**config.mk**
```make
export PLATFORM = sky130hd
export DESIGN_NAME = cache_repl_flat
export DESIGN_NICKNAME = d
export VERILOG_FILES = /design/src/rtl/cache_repl_if.sv /design/src/rtl/cache_repl.sv /design/src/flat_wrapper.sv
export SDC_FILE = /design/constraint.sdc
export NUM_CORES = 1
export LEC_CHECK = 0
export BUFFER_PORTS_ARGS = -buffer_cell sky130_fd_sc_hd__buf_2
export CORE_AREA = 8 8 45 47
export DETAILED_ROUTE_END_ITERATION = 12
export DIE_AREA = 0 0 53 55
export PLACE_DENSITY_LB_ADDON = 0.2
export SKIP_CTS_REPAIR_TIMING = 1
export SYNTH_ARGS = -nofsm -noshare
export SYNTH_HDL_FRONTEND = slang
export SYNTH_SLANG_ARGS = --single-unit
export TNS_END_PERCENT = 5
```
**constraint.sdc**
```tcl
create_clock -name clk -period 1 [get_ports clk]
set_input_delay 0.2 -clock clk [delete_from_list [all_inputs] [get_ports clk]]
set_output_delay 0.2 -clock clk [all_outputs]
set_load 0.02 [all_outputs]
```
**src/rtl/cache_repl_if.sv**
```systemverilog
// Access-side signals of the cache replacement selector. Master drives the
// access/fill controls, slave (cache_repl) returns the one-hot victim.
interface cache_repl_if #(
  parameter int NUMWAYS = 4,
  parameter int SETLEN  = 7
);
  // No handshake: controls are sampled on every rising clk edge, and
  // VictimWay is a purely combinational response that is always valid.
  logic               CacheEn;
  logic [SETLEN-1:0]  CacheSet;
  logic [NUMWAYS-1:0] ValidWay;
  logic               FillEn;
  logic               FlushStage;
  logic               InvalidateCache;
  logic               PolicySel;
  logic [NUMWAYS-1:0] VictimWay;

  modport master (
    output CacheEn, CacheSet, ValidWay, FillEn, FlushStage, InvalidateCache, PolicySel,
    input  VictimWay
  );

  modport slave (
    input  CacheEn, CacheSet, ValidWay, FillEn, FlushStage, InvalidateCache, PolicySel,
    output VictimWay
  );
endinterface

```
**src/rtl/cache_repl.sv**
```systemverilog
// Victim-way selector: first invalid way, else LFSR random or per-set round-robin.
// Macro CACHE_REPL_RR_EN adds the per-set round-robin pointers and enables PolicySel/InvalidateCache.
module cache_repl #(
  parameter int NUMWAYS   = 4,
  parameter int SETLEN    = 7,
  parameter int LFSRWIDTH = 8,
  parameter int SEED      = 1
) (
  input logic         clk,
  input logic         resetn,
  cache_repl_if.slave bus
);
  localparam int LOGNUMWAYS = $clog2(NUMWAYS);
  localparam int NUMLINES   = 2 ** SETLEN;
  localparam logic [LFSRWIDTH-1:0] SEED_M = LFSRWIDTH'(SEED);

  if (SEED_M == '0) begin : g_bad_seed
    $error("cache_repl: SEED masked to LFSRWIDTH must be nonzero");
  end
  if (LFSRWIDTH != 8 && LFSRWIDTH != 16) begin : g_bad_lfsr
    $error("cache_repl: LFSRWIDTH must be 8 or 16");
  end
  if (NUMWAYS < 2 || NUMWAYS > 16 || (NUMWAYS & (NUMWAYS - 1)) != 0) begin : g_bad_ways
    $error("cache_repl: NUMWAYS must be a power of 2 in 2..16");
  end

  logic [SETLEN-1:0]     r_set;
  logic [LFSRWIDTH-1:0]  r_lfsr;
  logic                  w_fb;
  logic [LFSRWIDTH-1:0]  w_lfsr_nxt;
  logic                  w_all_valid;
  logic                  w_step;
  logic [LOGNUMWAYS-1:0] w_free_idx;
  logic [LOGNUMWAYS-1:0] w_full_idx;
  logic [LOGNUMWAYS-1:0] w_victim_idx;

  if (LFSRWIDTH == 16) begin : g_fb16
    assign w_fb = r_lfsr[15] ^ r_lfsr[14] ^ r_lfsr[12] ^ r_lfsr[3];
  end else begin : g_fb8
    assign w_fb = r_lfsr[7] ^ r_lfsr[5] ^ r_lfsr[4] ^ r_lfsr[3];
  end

  assign w_lfsr_nxt  = {r_lfsr[LFSRWIDTH-2:0], w_fb};
  assign w_all_valid = &bus.ValidWay;
  assign w_step      = bus.FillEn & ~bus.FlushStage;

  // Descending scan so the lowest-index invalid way is the one that sticks.
  always_comb begin
    w_free_idx = '0;
    for (int i = NUMWAYS - 1; i >= 0; i--) begin
      if (!bus.ValidWay[i]) w_free_idx = LOGNUMWAYS'(i);
    end
  end

  always_ff @(posedge clk) begin
    if (!resetn) begin
      r_set  <= '0;
      r_lfsr <= SEED_M;
    end else begin
      if (bus.CacheEn) r_set <= bus.CacheSet;
      if (w_step)      r_lfsr <= w_lfsr_nxt;
    end
  end

`ifdef CACHE_REPL_RR_EN
  logic [LOGNUMWAYS-1:0] r_ptr [NUMLINES];

  assign w_full_idx = bus.PolicySel ? r_ptr[r_set] : r_lfsr[LOGNUMWAYS-1:0];

  // Invalidate wins over the fill increment; flush freezes the whole array.
  always_ff @(posedge clk) begin
    if (!resetn) begin
      for (int i = 0; i < NUMLINES; i++) r_ptr[i] <= '0;
    end else if (!bus.FlushStage) begin
      if (bus.InvalidateCache) begin
        for (int i = 0; i < NUMLINES; i++) r_ptr[i] <= '0;
      end else if (bus.FillEn && w_all_valid) begin
        r_ptr[r_set] <= r_ptr[r_set] + LOGNUMWAYS'(1);
      end
    end
  end
`else
  logic w_unused;

  assign w_unused   = &{1'b0, bus.PolicySel, bus.InvalidateCache};
  assign w_full_idx = r_lfsr[LOGNUMWAYS-1:0];
`endif

  assign w_victim_idx  = w_all_valid ? w_full_idx : w_free_idx;
  assign bus.VictimWay = NUMWAYS'(1) << w_victim_idx;

endmodule

```
**src/flat_wrapper.sv**
```systemverilog
// flat-port wrapper written by rule: the top's interface ports become plain ports
module cache_repl_flat 
#(
  parameter int NUMWAYS   = 4,
  parameter int SETLEN    = 7,
  parameter int LFSRWIDTH = 8,
  parameter int SEED      = 1
)
  (clk, resetn, bus_CacheEn, bus_CacheSet, bus_ValidWay, bus_FillEn, bus_FlushStage, bus_InvalidateCache, bus_PolicySel, bus_VictimWay);
  cache_repl_if #(.NUMWAYS(NUMWAYS), .SETLEN(SETLEN)) bus_i ();
  input logic clk;
  input logic resetn;
  input wire logic [$bits(bus_i.CacheEn)-1:0] bus_CacheEn;
  input wire logic [$bits(bus_i.CacheSet)-1:0] bus_CacheSet;
  input wire logic [$bits(bus_i.ValidWay)-1:0] bus_ValidWay;
  input wire logic [$bits(bus_i.FillEn)-1:0] bus_FillEn;
  input wire logic [$bits(bus_i.FlushStage)-1:0] bus_FlushStage;
  input wire logic [$bits(bus_i.InvalidateCache)-1:0] bus_InvalidateCache;
  input wire logic [$bits(bus_i.PolicySel)-1:0] bus_PolicySel;
  output wire logic [$bits(bus_i.VictimWay)-1:0] bus_VictimWay;
  assign bus_i.CacheEn = bus_CacheEn;
  assign bus_i.CacheSet = bus_CacheSet;
  assign bus_i.ValidWay = bus_ValidWay;
  assign bus_i.FillEn = bus_FillEn;
  assign bus_i.FlushStage = bus_FlushStage;
  assign bus_i.InvalidateCache = bus_InvalidateCache;
  assign bus_i.PolicySel = bus_PolicySel;
  assign bus_VictimWay = bus_i.VictimWay;
  cache_repl #(.NUMWAYS(NUMWAYS), .SETLEN(SETLEN), .LFSRWIDTH(LFSRWIDTH), .SEED(SEED)) u_core (.clk(clk), .resetn(resetn), .bus(bus_i));
endmodule
```
# After elaboration in Yosys (flattened, before gate mapping)
# Index checks and enable logic that the tools add are counted.
# W data, S select, Z words.
[totals]
mem_count = 0
latchBits = 0
in_bits = 18
ramBits = 0
ff_bits = 8
rom_bits = 0
elab_cells = 13
out_inout_bits = 4
[classes]
n_eq_ne = 0
n_reduce_logical = 1
bitwise = 5
div = 0
n_mul = 0
order_cmp = 0
muxes = 5
n_shift = 1
add_sub_neg = 0
[op_table]
columns = ["op", "n"]
rows = [
  ["$mux W2", 5],
  ["$reduce_and A4 Y1", 1],
  ["$shl A1 B2 Y4 const A", 1],
  ["$xor A1 B1 Y1", 3],
  ["$and A1 B1 Y1", 1],
  ["$not A1 Y1", 1],
]

# Logic depth before layout (Yosys ltp)
# Gate-level depths: netlist of run 1.
[depth]
ltp_word = 6
depth_mapped = 4

# Worst setup path after synthesis of run 1
# Ideal clock, no wire load.
[synth_path]
kind = "reg-to-output"
startpoint = "reg u_core.r_lfsr[0]"
endpoint = "out bus_VictimWay[0]"
arrival_ns = 1.168
required_ns = 0.800
path_stages_with_launch = 2
setup_slack_ns = -0.368
cell_sequence = "dfxtp_1 -> o41ai_1"
[synth_via]
elab_chain_cells = 2
[synth_lines]
columns = ["element", "line_no", "source"]
rows = [
  ["start, declared", "cache_repl.sv:28", "logic [LFSRWIDTH-1:0] r_lfsr;"],
  ["start signal, assigned", "cache_repl.sv:61", "if (w_step) r_lfsr <= w_lfsr_nxt;"],
  ["$mux W2", "cache_repl.sv:89", "assign w_victim_idx = w_all_valid ? w_full_idx : w_free_idx;"],
  ["$shl A1 B2 Y4", "cache_repl.sv:90", "assign bus.VictimWay = NUMWAYS'(1) << w_victim_idx;"],
  ["end, declared", "flat_wrapper.sv:20", "output wire logic [$bits(bus_i.VictimWay)-1:0] bus_VictimWay;"],
]
# Every way passes these cells.

# Worst setup path after layout of run 1
[layout_path]
startpoint = "reg u_core.r_lfsr[1]"
endpoint = "out bus_VictimWay[0]"
# Same word-level chain as after synthesis.

==> results of run 1 <==
==> metrics by stage <==
step	worst slack (ns)	instances
final	-0.3221	82
after global routing	-0.3772	82
after CTS	-0.4516	82
after detailed placement	-0.1646	79
after global placement	-0.1430	79
after floorplan	-0.03082	48
==> layout by cell type, fill, tap and decap left out <==
cell type	n
sky130_fd_sc_hd__a21boi_0	7
sky130_fd_sc_hd__a21boi_2	1
sky130_fd_sc_hd__a21oi_2	1
sky130_fd_sc_hd__a31oi_1	1
sky130_fd_sc_hd__and3_2	1
sky130_fd_sc_hd__buf_2	7
sky130_fd_sc_hd__buf_4	8
sky130_fd_sc_hd__buf_6	1
sky130_fd_sc_hd__clkbuf_4	3
sky130_fd_sc_hd__dfxtp_1	6
sky130_fd_sc_hd__dfxtp_4	2
sky130_fd_sc_hd__inv_1	1
sky130_fd_sc_hd__nand2_1	17
sky130_fd_sc_hd__nand2b_1	1
sky130_fd_sc_hd__nand3_1	1
sky130_fd_sc_hd__nand4b_1	1
sky130_fd_sc_hd__nor2b_1	1
sky130_fd_sc_hd__nor3b_1	1
sky130_fd_sc_hd__o21ai_1	1
sky130_fd_sc_hd__o41ai_4	1
sky130_fd_sc_hd__xnor2_1	3
==> logic make-up (layout without fill, tap and decap cells) <==
| kind of cell | Yosys count | after routing | share of synthesized area [%] |
|---|---|---|---|
| and+or+nand+nor | 23 | 23 | 26.86 |
| DFF | 8 | 8 | 41.42 |
| xor gates and xnor gates | 3 | 3 | 6.797 |
| AOI/OAI and AO/OA | 12 | 12 | 22.01 |
| buffers and inverters | 2 | 20 | 2.912 |
==> cells in the mapped netlist <==
library cell | instances | area [µm²]
sky130_fd_sc_hd__xnor2_1 | 3 | 26.28
sky130_fd_sc_hd__nand2b_1 | 1 | 6.260
sky130_fd_sc_hd__o41ai_1 | 1 | 8.760
sky130_fd_sc_hd__nand4b_1 | 1 | 8.760
sky130_fd_sc_hd__nand3_1 | 1 | 5.000
sky130_fd_sc_hd__nor2b_1 | 1 | 6.260
sky130_fd_sc_hd__nor3b_1 | 1 | 7.510
sky130_fd_sc_hd__a21oi_1 | 1 | 5.000
sky130_fd_sc_hd__o21ai_0 | 1 | 5.000
sky130_fd_sc_hd__inv_1 | 1 | 3.750
sky130_fd_sc_hd__a21boi_0 | 8 | 60.06
sky130_fd_sc_hd__a31oi_1 | 1 | 6.260
sky130_fd_sc_hd__dfxtp_1 | 8 | 160.2
sky130_fd_sc_hd__and3_1 | 1 | 6.260
sky130_fd_sc_hd__buf_4 | 1 | 7.510
sky130_fd_sc_hd__nand2_1 | 17 | 63.81
==> worst max-delay path by stage <==
stage                     slack, ns                to        startpoint
after floorplan               -0.03  bus_VictimWay[0]  u_core.r_lfsr[0]
after global placement        -0.14  bus_VictimWay[2]  u_core.r_lfsr[1]
after detailed placement      -0.16  bus_VictimWay[2]  u_core.r_lfsr[1]
after CTS                     -0.45  bus_VictimWay[2]  u_core.r_lfsr[1]
after global routing          -0.38  bus_VictimWay[0]  u_core.r_lfsr[1]
final                         -0.32  bus_VictimWay[0]  u_core.r_lfsr[1]
==> report_power, final <==
| part | switching, mW | total [mW] | internal, mW |
|---|---|---|---|
| logic | 0.0550 | 0.111 | 0.0563 |
| registers | 0.0114 | 0.336 | 0.325 |
| clock network | 0.103 | 0.240 | 0.137 |
==> critical path: stages (launching register included) <==
cell                      delay [ns]
sky130_fd_sc_hd__dfxtp_4        0.36
sky130_fd_sc_hd__o41ai_4        0.32
sky130_fd_sc_hd__buf_4          0.19
==> metal layers <==
| metal | vias to the layer above | track usage, % |
|---|---|---|
| met5 | - | 0 |
| met4 | 0 | 7.759 |
| met3 | 2 | 2.674 |
| met2 | 16 | 11.52 |
| met1 | 166 | 6.748 |
| li1 | 198 | - |
==> final cells by class <==
cell class              count  area (µm²)  area share (%)
inverters                   1       3.754          0.6667
multi-input cells          38       242.7           43.11
repair buffers             16       106.4           18.89
clock buffers               3       22.52           4.000
well taps                  16       20.02           3.556
flip-flops and latches      8       167.7           29.78
==> out/results.txt, run 1 <==
Average footprint of a synthesized cell: 8.055 µm²
Worst hold margin: 0.2269 ns
Final Skew: 0.001680 ns
Half-perimeter wire length after detailed placement: 699.1 µm
Hold violation count in the final report: 0
Maximum achievable frequency: 0.7564 GHz
Kind of capture point of the worst setup path: output pin
Maximum Capacitance Violations: 0
End of the worst register-to-register path: u_core.r_lfsr[0]
Setup crit start kind: flop
Period utilisation layout: 132.2%
Fraction of layout instances using a drive strength above 1: 37.88%
Routed length on met2: 433 µm
Placed Instance Area: 519.2 µm²
Core Util, Final: 40.69%
CP Max Fanout: 5
Setup-violating endpoint count in the final report: 4
Total global routing overflow: 0
Rel. slew slack: 82.29%
Number of global-route vias before repair: 365
WL met3: 96 µm
Worst path required time: 0.80 ns
Class of the tightest hold or removal check: input pin to flop
Destination of the worst hold path: u_core.r_lfsr[0]
PortBufs: 11
Mapped Nets: 66
Cell area after synthesis: 386.6 µm²
Top metal layer carrying routed signals: met4
Register bit count reported by yosys: 8
Failing checks: setup timing
Remaining antenna violation count after routing: 0
Clock network latency to the later pin of the worst-skew pair: 0.25 ns
CTS max path bufs: 2
I/O pin cnt: 22
Power density over the cells: 1221 mW/mm²
First-pass GRT wire length: 1.435 mm
DRC violations left: 0
Routed wire length: 914 µm
Width of the die: 53 µm
Top register by number of flip-flops: u_core.r_lfsr
Final net count: 86
Final setup TNS: -1.042 ns
Area of the core: 0.001384 mm²
TritonCTS clock tree: done
Tot GR Track Use: 7.182%
Mean number of vias per cell: 4.659
Lkg Pwr: 0.2141 nW
Effective utilization at floorplan: 27.94%
Die Footprint: 0.002915 mm²
Slew at the pin closest to its max-slew limit: 0.2656 ns
Number of flip-flops in the largest register: 8
Pins over their slew limit: 0
Worst hold stages: 2
Unrepaired setup endpoints after global routing: yes
Clock period minus final worst setup slack: 1.322 ns
Worst reg2reg startpoint: u_core.r_lfsr[5]
Number of antenna violations at the first check in global routing: 0
H-tree lvl count: 1
Post-layout instance area: 563.0 µm²
Register-to-Register Setup Slack: 0.14 ns
Number of unique standard cell types used by synthesis: 16
Area Overhead vs Synth: 45.63%
Worst Min Path Start: resetn
Post-synthesis sequential area ratio: 41.42%
Clock sink total: 8
Number of buffers created by CTS: 3
Crit path setup slack, layout: -0.3221 ns
Run status: finished, violations left
Clk slew on worst S/H paths: 0.05 ns
Warning count from the yosys run: 0
IR Drop Worst-Case VDD: 0.5117 mV
Largest registers: u_core.r_lfsr: 8 flops
Via count of the routed design: 382
Type of the worst setup path: flop to output pin
Routability congestion estimate: 0.8065
Pwr Total: 687.6 µW
Detailed Routing Iterations Pass 1: 4
Fill cells: 153
Number of cells produced by synthesis: 48
Clock root cell: sky130_fd_sc_hd__clkbuf_4
Core Rows: 14
Largest net degree at the start of global routing: 10
Height of the chip: 55 µm
Number of DRC markers after the initial detailed-route iteration: 7
Logic depth of the worst register-to-register path: 3
ANT cells: 0
Met1 Routed Length: 377 µm
Average wire per standard cell: 11.15 µm
WP data arrival: 1.12 ns
(Power assumes the default switching activity.)
==> run 2: changes to the inputs <==
==> constraint.sdc (replaced) <==
create_clock -name clk -period 1 [get_ports clk]
set_input_delay 0.05 -clock clk [delete_from_list [all_inputs] [get_ports clk]]
set_output_delay 0.05 -clock clk [all_outputs]
set_load 0.02 [all_outputs]
==> run 2 against run 1 <==
Compared with the run above: the run still ends with setup timing left; final area down 6.2%; via count fell by 5.5%; power shrank 2.1%; critical path depth did not move; sequential power hardly changed; clock skew up 0.0016 ns; die area unchanged; critical path type unchanged; critical endpoint unchanged; largest cell class unchanged; highest routed layer unchanged.
==> out/results.txt, run 2 (same netlist as run 1, synthesis figures left out) <==
Start point of the critical path: u_core.r_lfsr[1]
Run status: finished, violations left
Rel. slew slack: 82.38%
Die Footprint: 0.002915 mm²
Hold violation count in the final report: 0
Largest net degree at the start of global routing: 10
Average wire per standard cell: 10.72 µm
Worst hold margin: 0.09241 ns
I/O pin cnt: 22
Routed wire length: 847 µm
Half-perimeter wire length after detailed placement: 593.9 µm
Tot GR Track Use: 6.199%
Worst Setup EP: bus_VictimWay[0]
Total global routing overflow: 0
Power density over the cells: 1275 mW/mm²
Number of antenna violations at the first check in global routing: 0
Crit path setup slack, layout: -0.1429 ns
Clk slew on worst S/H paths: 0.05 ns
Via count of the routed design: 361
Setup crit start kind: flop
Final net count: 83
Flip-flop and latch area: 167.7 µm²
Number of global-route vias before repair: 303
IR Drop Worst-Case VDD: 0.5891 mV
Clock period minus final worst setup slack: 1.143 ns
Remaining antenna violation count after routing: 0
PortBufs: 11
WP data arrival: 1.09 ns
Mean number of vias per cell: 4.570
Maximum achievable frequency: 0.8750 GHz
Unrepaired setup endpoints after global routing: yes
Logic depth of the worst register-to-register path: 3
Core Util, Final: 38.16%
Fraction of layout instances using a drive strength above 1: 31.75%
ANT cells: 0
CP Max Fanout: 5
TritonCTS clock tree: done
Clock root cell: sky130_fd_sc_hd__clkbuf_4
Largest registers: u_core.r_lfsr: 8 flops
Worst path required time: 0.95 ns
Worst reg2reg startpoint: u_core.r_lfsr[5]
Routability congestion estimate: 0.7447
Number of cells in the finished layout apart from fillers: 79
First-pass GRT wire length: 1.311 mm
Final Skew: 0.003284 ns
Number of flip-flops in the largest register: 8
Top register by number of flip-flops: u_core.r_lfsr
Setup-violating endpoint count in the final report: 3
Multi-input gate area: 226.5 µm²
Period utilisation layout: 114.3%
DRC violations left: 0
Pins over their slew limit: 0
Type of the worst setup path: flop to output pin
End of the worst register-to-register path: u_core.r_lfsr[0]
Fill cells: 154
Effective utilization at floorplan: 27.94%
H-tree lvl count: 1
Clock network latency to the later pin of the worst-skew pair: 0.25 ns
Detailed Routing Iterations Pass 1: 4
Register-to-Register Setup Slack: 0.12 ns
Width of the die: 53 µm
DP Cell Count: 75
Area of the core: 0.001384 mm²
Height of the chip: 55 µm
Failing checks: setup timing
Number of buffers created by CTS: 3
CTS max path bufs: 2
Class of the tightest hold or removal check: input pin to flop
Clock sink total: 8
Core Rows: 14
Area Overhead vs Synth: 36.57%
Setup Slack @ Placement: 0.04254 ns
Lkg Pwr: 0.1987 nW
Pwr Total: 673.3 µW
Kind of capture point of the worst setup path: output pin
Number of DRC markers after the initial detailed-route iteration: 4
Leading cell types in the layout, fill and taps excluded: 17 x sky130_fd_sc_hd__nand2_1, 7 x sky130_fd_sc_hd__a21boi_0, 7 x sky130_fd_sc_hd__buf_2
Slew at the pin closest to its max-slew limit: 0.2643 ns
Leading cell type in the layout, fill and taps excluded: sky130_fd_sc_hd__nand2_1
Maximum Capacitance Violations: 0
==> run 2: worst min-delay path by stage <==
| stage | startpoint | to | cells after the start |
|---|---|---|---|
| 6_report | resetn | u_core.r_lfsr[0] | 2 |
| 3_3_place_gp | resetn | u_core.r_lfsr[0] | 2 |
| 4_1_cts | resetn | u_core.r_lfsr[0] | 2 |
| 5_1_grt | resetn | u_core.r_lfsr[0] | 2 |
| 3_5_place_dp | resetn | u_core.r_lfsr[0] | 2 |
| 2_1_floorplan | resetn | u_core.r_lfsr[0] | 1 |
==> run 2: power breakdown <==
group | total [mW] | internal [mW] | switching (mW)
clock network | 0.244 | 0.137 | 0.107
logic | 0.0955 | 0.0458 | 0.0497
registers | 0.334 | 0.325 | 0.00933
==> run 2: final cells by class <==
cell class / instances / share of cell area [%]
inverter: 1 / 0.7109
tap: 16 / 3.791
clock buffer: 3 / 4.265
multi-input combinational: 38 / 42.89
timing repair buffer: 13 / 16.59
sequential: 8 / 31.75
==> run 2: stage by stage <==
| stage | TNS [ns] | area [µm²] |
|---|---|---|
| floorplan | -0.06434 | 394.1 |
| global placement | 0 | 469.2 |
| detailed placement | 0 | 469.2 |
| CTS | -0.8042 | 491.7 |
| global route | -0.5707 | 528.0 |
| finish | -0.3369 | 528.0 |
==> run 2: critical path, stage by stage (launching register included) <==
cell and delay, ns:
sky130_fd_sc_hd__dfxtp_4 0.36, sky130_fd_sc_hd__o41ai_2 0.30, sky130_fd_sc_hd__buf_4 0.19
==> run 2: per-layer routing <==
metal	up-vias	GRT usage, %	part of all wire, %
met5	-	0	0
met4	0	6.466	1.3
met3	2	2.674	12
met2	12	7.227	39
met1	150	7.834	48
li1	197	-	-
==> run 3: changes to the inputs <==
SKIP_LAST_GASP = 1   (was not set)
TNS_END_PERCENT = not set   (was 5)
==> run 3 against run 2 <==
Compared with the run above: the flow still finishes with violations (setup timing); register-to-register slack better by 0.03 ns; clock skew about the same; largest power group unchanged; clock power is 2% lower; power fell by 0.33%; critical path depth stayed put; non-clock buffer count rose by 1; routed wire length is 0.71% lower; maximum frequency increased by 0.62%; first-iteration DRC count shrank 25%; die area did not move; cell count grew 1.3%.
==> out/results.txt, run 3 (same netlist as run 1, synthesis figures left out) <==
Worst hold margin: 0.08314 ns
Largest registers: u_core.r_lfsr: 8 flops
Clock network latency to the later pin of the worst-skew pair: 0.25 ns
Pwr Total: 671.1 µW
I/O pin cnt: 22
Rel. slew slack: 81.94%
Largest net degree at the start of global routing: 10
Total global routing overflow: 0
Effective utilization at floorplan: 27.94%
Worst hold stages: 2
Worst path required time: 0.95 ns
Sequential share of power: 49.7%
H-tree lvl count: 1
Core Util, Final: 38.43%
IR Drop Worst-Case VDD: 0.5075 mV
Routability congestion estimate: 0.7732
Fraction of power spent switching nets: 24.00%
ANT cells: 0
CP Max Fanout: 5
Detailed Routing Iterations Pass 1: 4
Period utilisation layout: 113.6%
Power density over the cells: 1262 mW/mm²
Leading cell types in the layout, fill and taps excluded: 17 x sky130_fd_sc_hd__nand2_1, 7 x sky130_fd_sc_hd__a21boi_0, 7 x sky130_fd_sc_hd__buf_2
Crit path setup slack, layout: -0.1358 ns
Number of antenna violations at the first check in global routing: 0
Number of buffers created by CTS: 3
Run status: finished, violations left
Area Overhead vs Synth: 37.54%
Mean number of vias per cell: 4.638
DP Cell Count: 75
Number of global-route vias before repair: 334
Average wire per standard cell: 10.51 µm
WP data arrival: 1.09 ns
Final setup TNS: -0.3209 ns
Worst Min Path Start: resetn
Setup crit start kind: flop
Net switching power: 161.0 µW
Type of the worst setup path: flop to output pin
Clock period minus final worst setup slack: 1.136 ns
Tot GR Track Use: 6.798%
Failing checks: setup timing
CTS max path bufs: 2
Half-perimeter wire length after detailed placement: 629.9 µm
Final net count: 84
Class of the tightest hold or removal check: input pin to flop
Kind of capture point of the worst setup path: output pin
Maximum Capacitance Violations: 0
Maximum achievable frequency: 0.8804 GHz
Clock sink total: 8
Slew at the pin closest to its max-slew limit: 0.2709 ns
Height of the chip: 55 µm
DRC violations left: 0
Clk slew on worst S/H paths: 0.05 ns
Width of the die: 53 µm
Remaining antenna violation count after routing: 0
Number of flip-flops in the largest register: 8
Via count of the routed design: 371
Core Rows: 14
Area of the core: 0.001384 mm²
First-pass GRT wire length: 1.414 mm
Lkg Pwr: 0.2023 nW
Top register by number of flip-flops: u_core.r_lfsr
Hold violation count in the final report: 0
Pins over their slew limit: 0
Fraction of power consumed by the clock network: 35.6%
Number of cells in the finished layout apart from fillers: 80
Leading cell type in the layout, fill and taps excluded: sky130_fd_sc_hd__nand2_1
Number of DRC markers after the initial detailed-route iteration: 3
Unrepaired setup endpoints after global routing: yes
Clock root cell: sky130_fd_sc_hd__clkbuf_4
Fraction of layout instances using a drive strength above 1: 32.81%
Start point of the critical path: u_core.r_lfsr[1]
Worst reg2reg startpoint: u_core.r_lfsr[5]
Die Footprint: 0.002915 mm²
Combinational cell fraction of total power: 14.7%
Setup-violating endpoint count in the final report: 3
PortBufs: 11
Power Internal: 510.1 µW
TritonCTS clock tree: done
Logic depth of the worst register-to-register path: 3
Final Skew: 0.003640 ns
Routed wire length: 841 µm
## run 3: changes by cell type in the layout (fill, tap and decap cells not counted), sizes merged
cell  before  now
buf       13   14
## run 3: cell type report
type	count	area, µm²
clock buffer	3	22.52
fill	148	852.1
inverter	1	3.754
multi-input combinational	38	226.5
sequential	8	167.7
tap	16	20.02
timing repair buffer	14	91.34
## run 3: path summary, 6_finish.rpt
path                      end  slack (ns)
max          bus_VictimWay[0]       -0.14
min          u_core.r_lfsr[0]        0.08
max reg2reg  u_core.r_lfsr[0]        0.15
min reg2reg  u_core.r_lfsr[7]        0.46
## run 3: per-layer routing
layer	GRT usage [%]	vias up	share of wire, %
met5	0	-	0
met4	7.759	0	1.5
met3	2.139	2	11
met2	8.789	12	42
met1	8.129	161	45
li1	-	196	-
## run 3: power groups by stage
stage | Combinational (mW) | Sequential (mW) | Clock (mW)
2_1_floorplan | 0.0466 | 0.340 | 0
3_3_place_gp | 0.0825 | 0.343 | 0
3_5_place_dp | 0.0832 | 0.343 | 0
4_1_cts | 0.0836 | 0.336 | 0.256
5_1_grt | 0.108 | 0.335 | 0.277
6_report | 0.0984 | 0.334 | 0.239
## run 3: stage by stage
step / area, µm² / worst slack, ns
global placement: 469.2 / 0.04181
floorplan: 394.1 / 0.02820
finish: 531.8 / -0.1358
detailed placement: 469.2 / 0.03214
global route: 531.8 / -0.1922
CTS: 491.7 / -0.2415
## run 3: critical path, cell delays in order, from the launching register on
cell	delay (ns)
sky130_fd_sc_hd__dfxtp_4	0.35
sky130_fd_sc_hd__o41ai_2	0.30
sky130_fd_sc_hd__buf_4	0.19
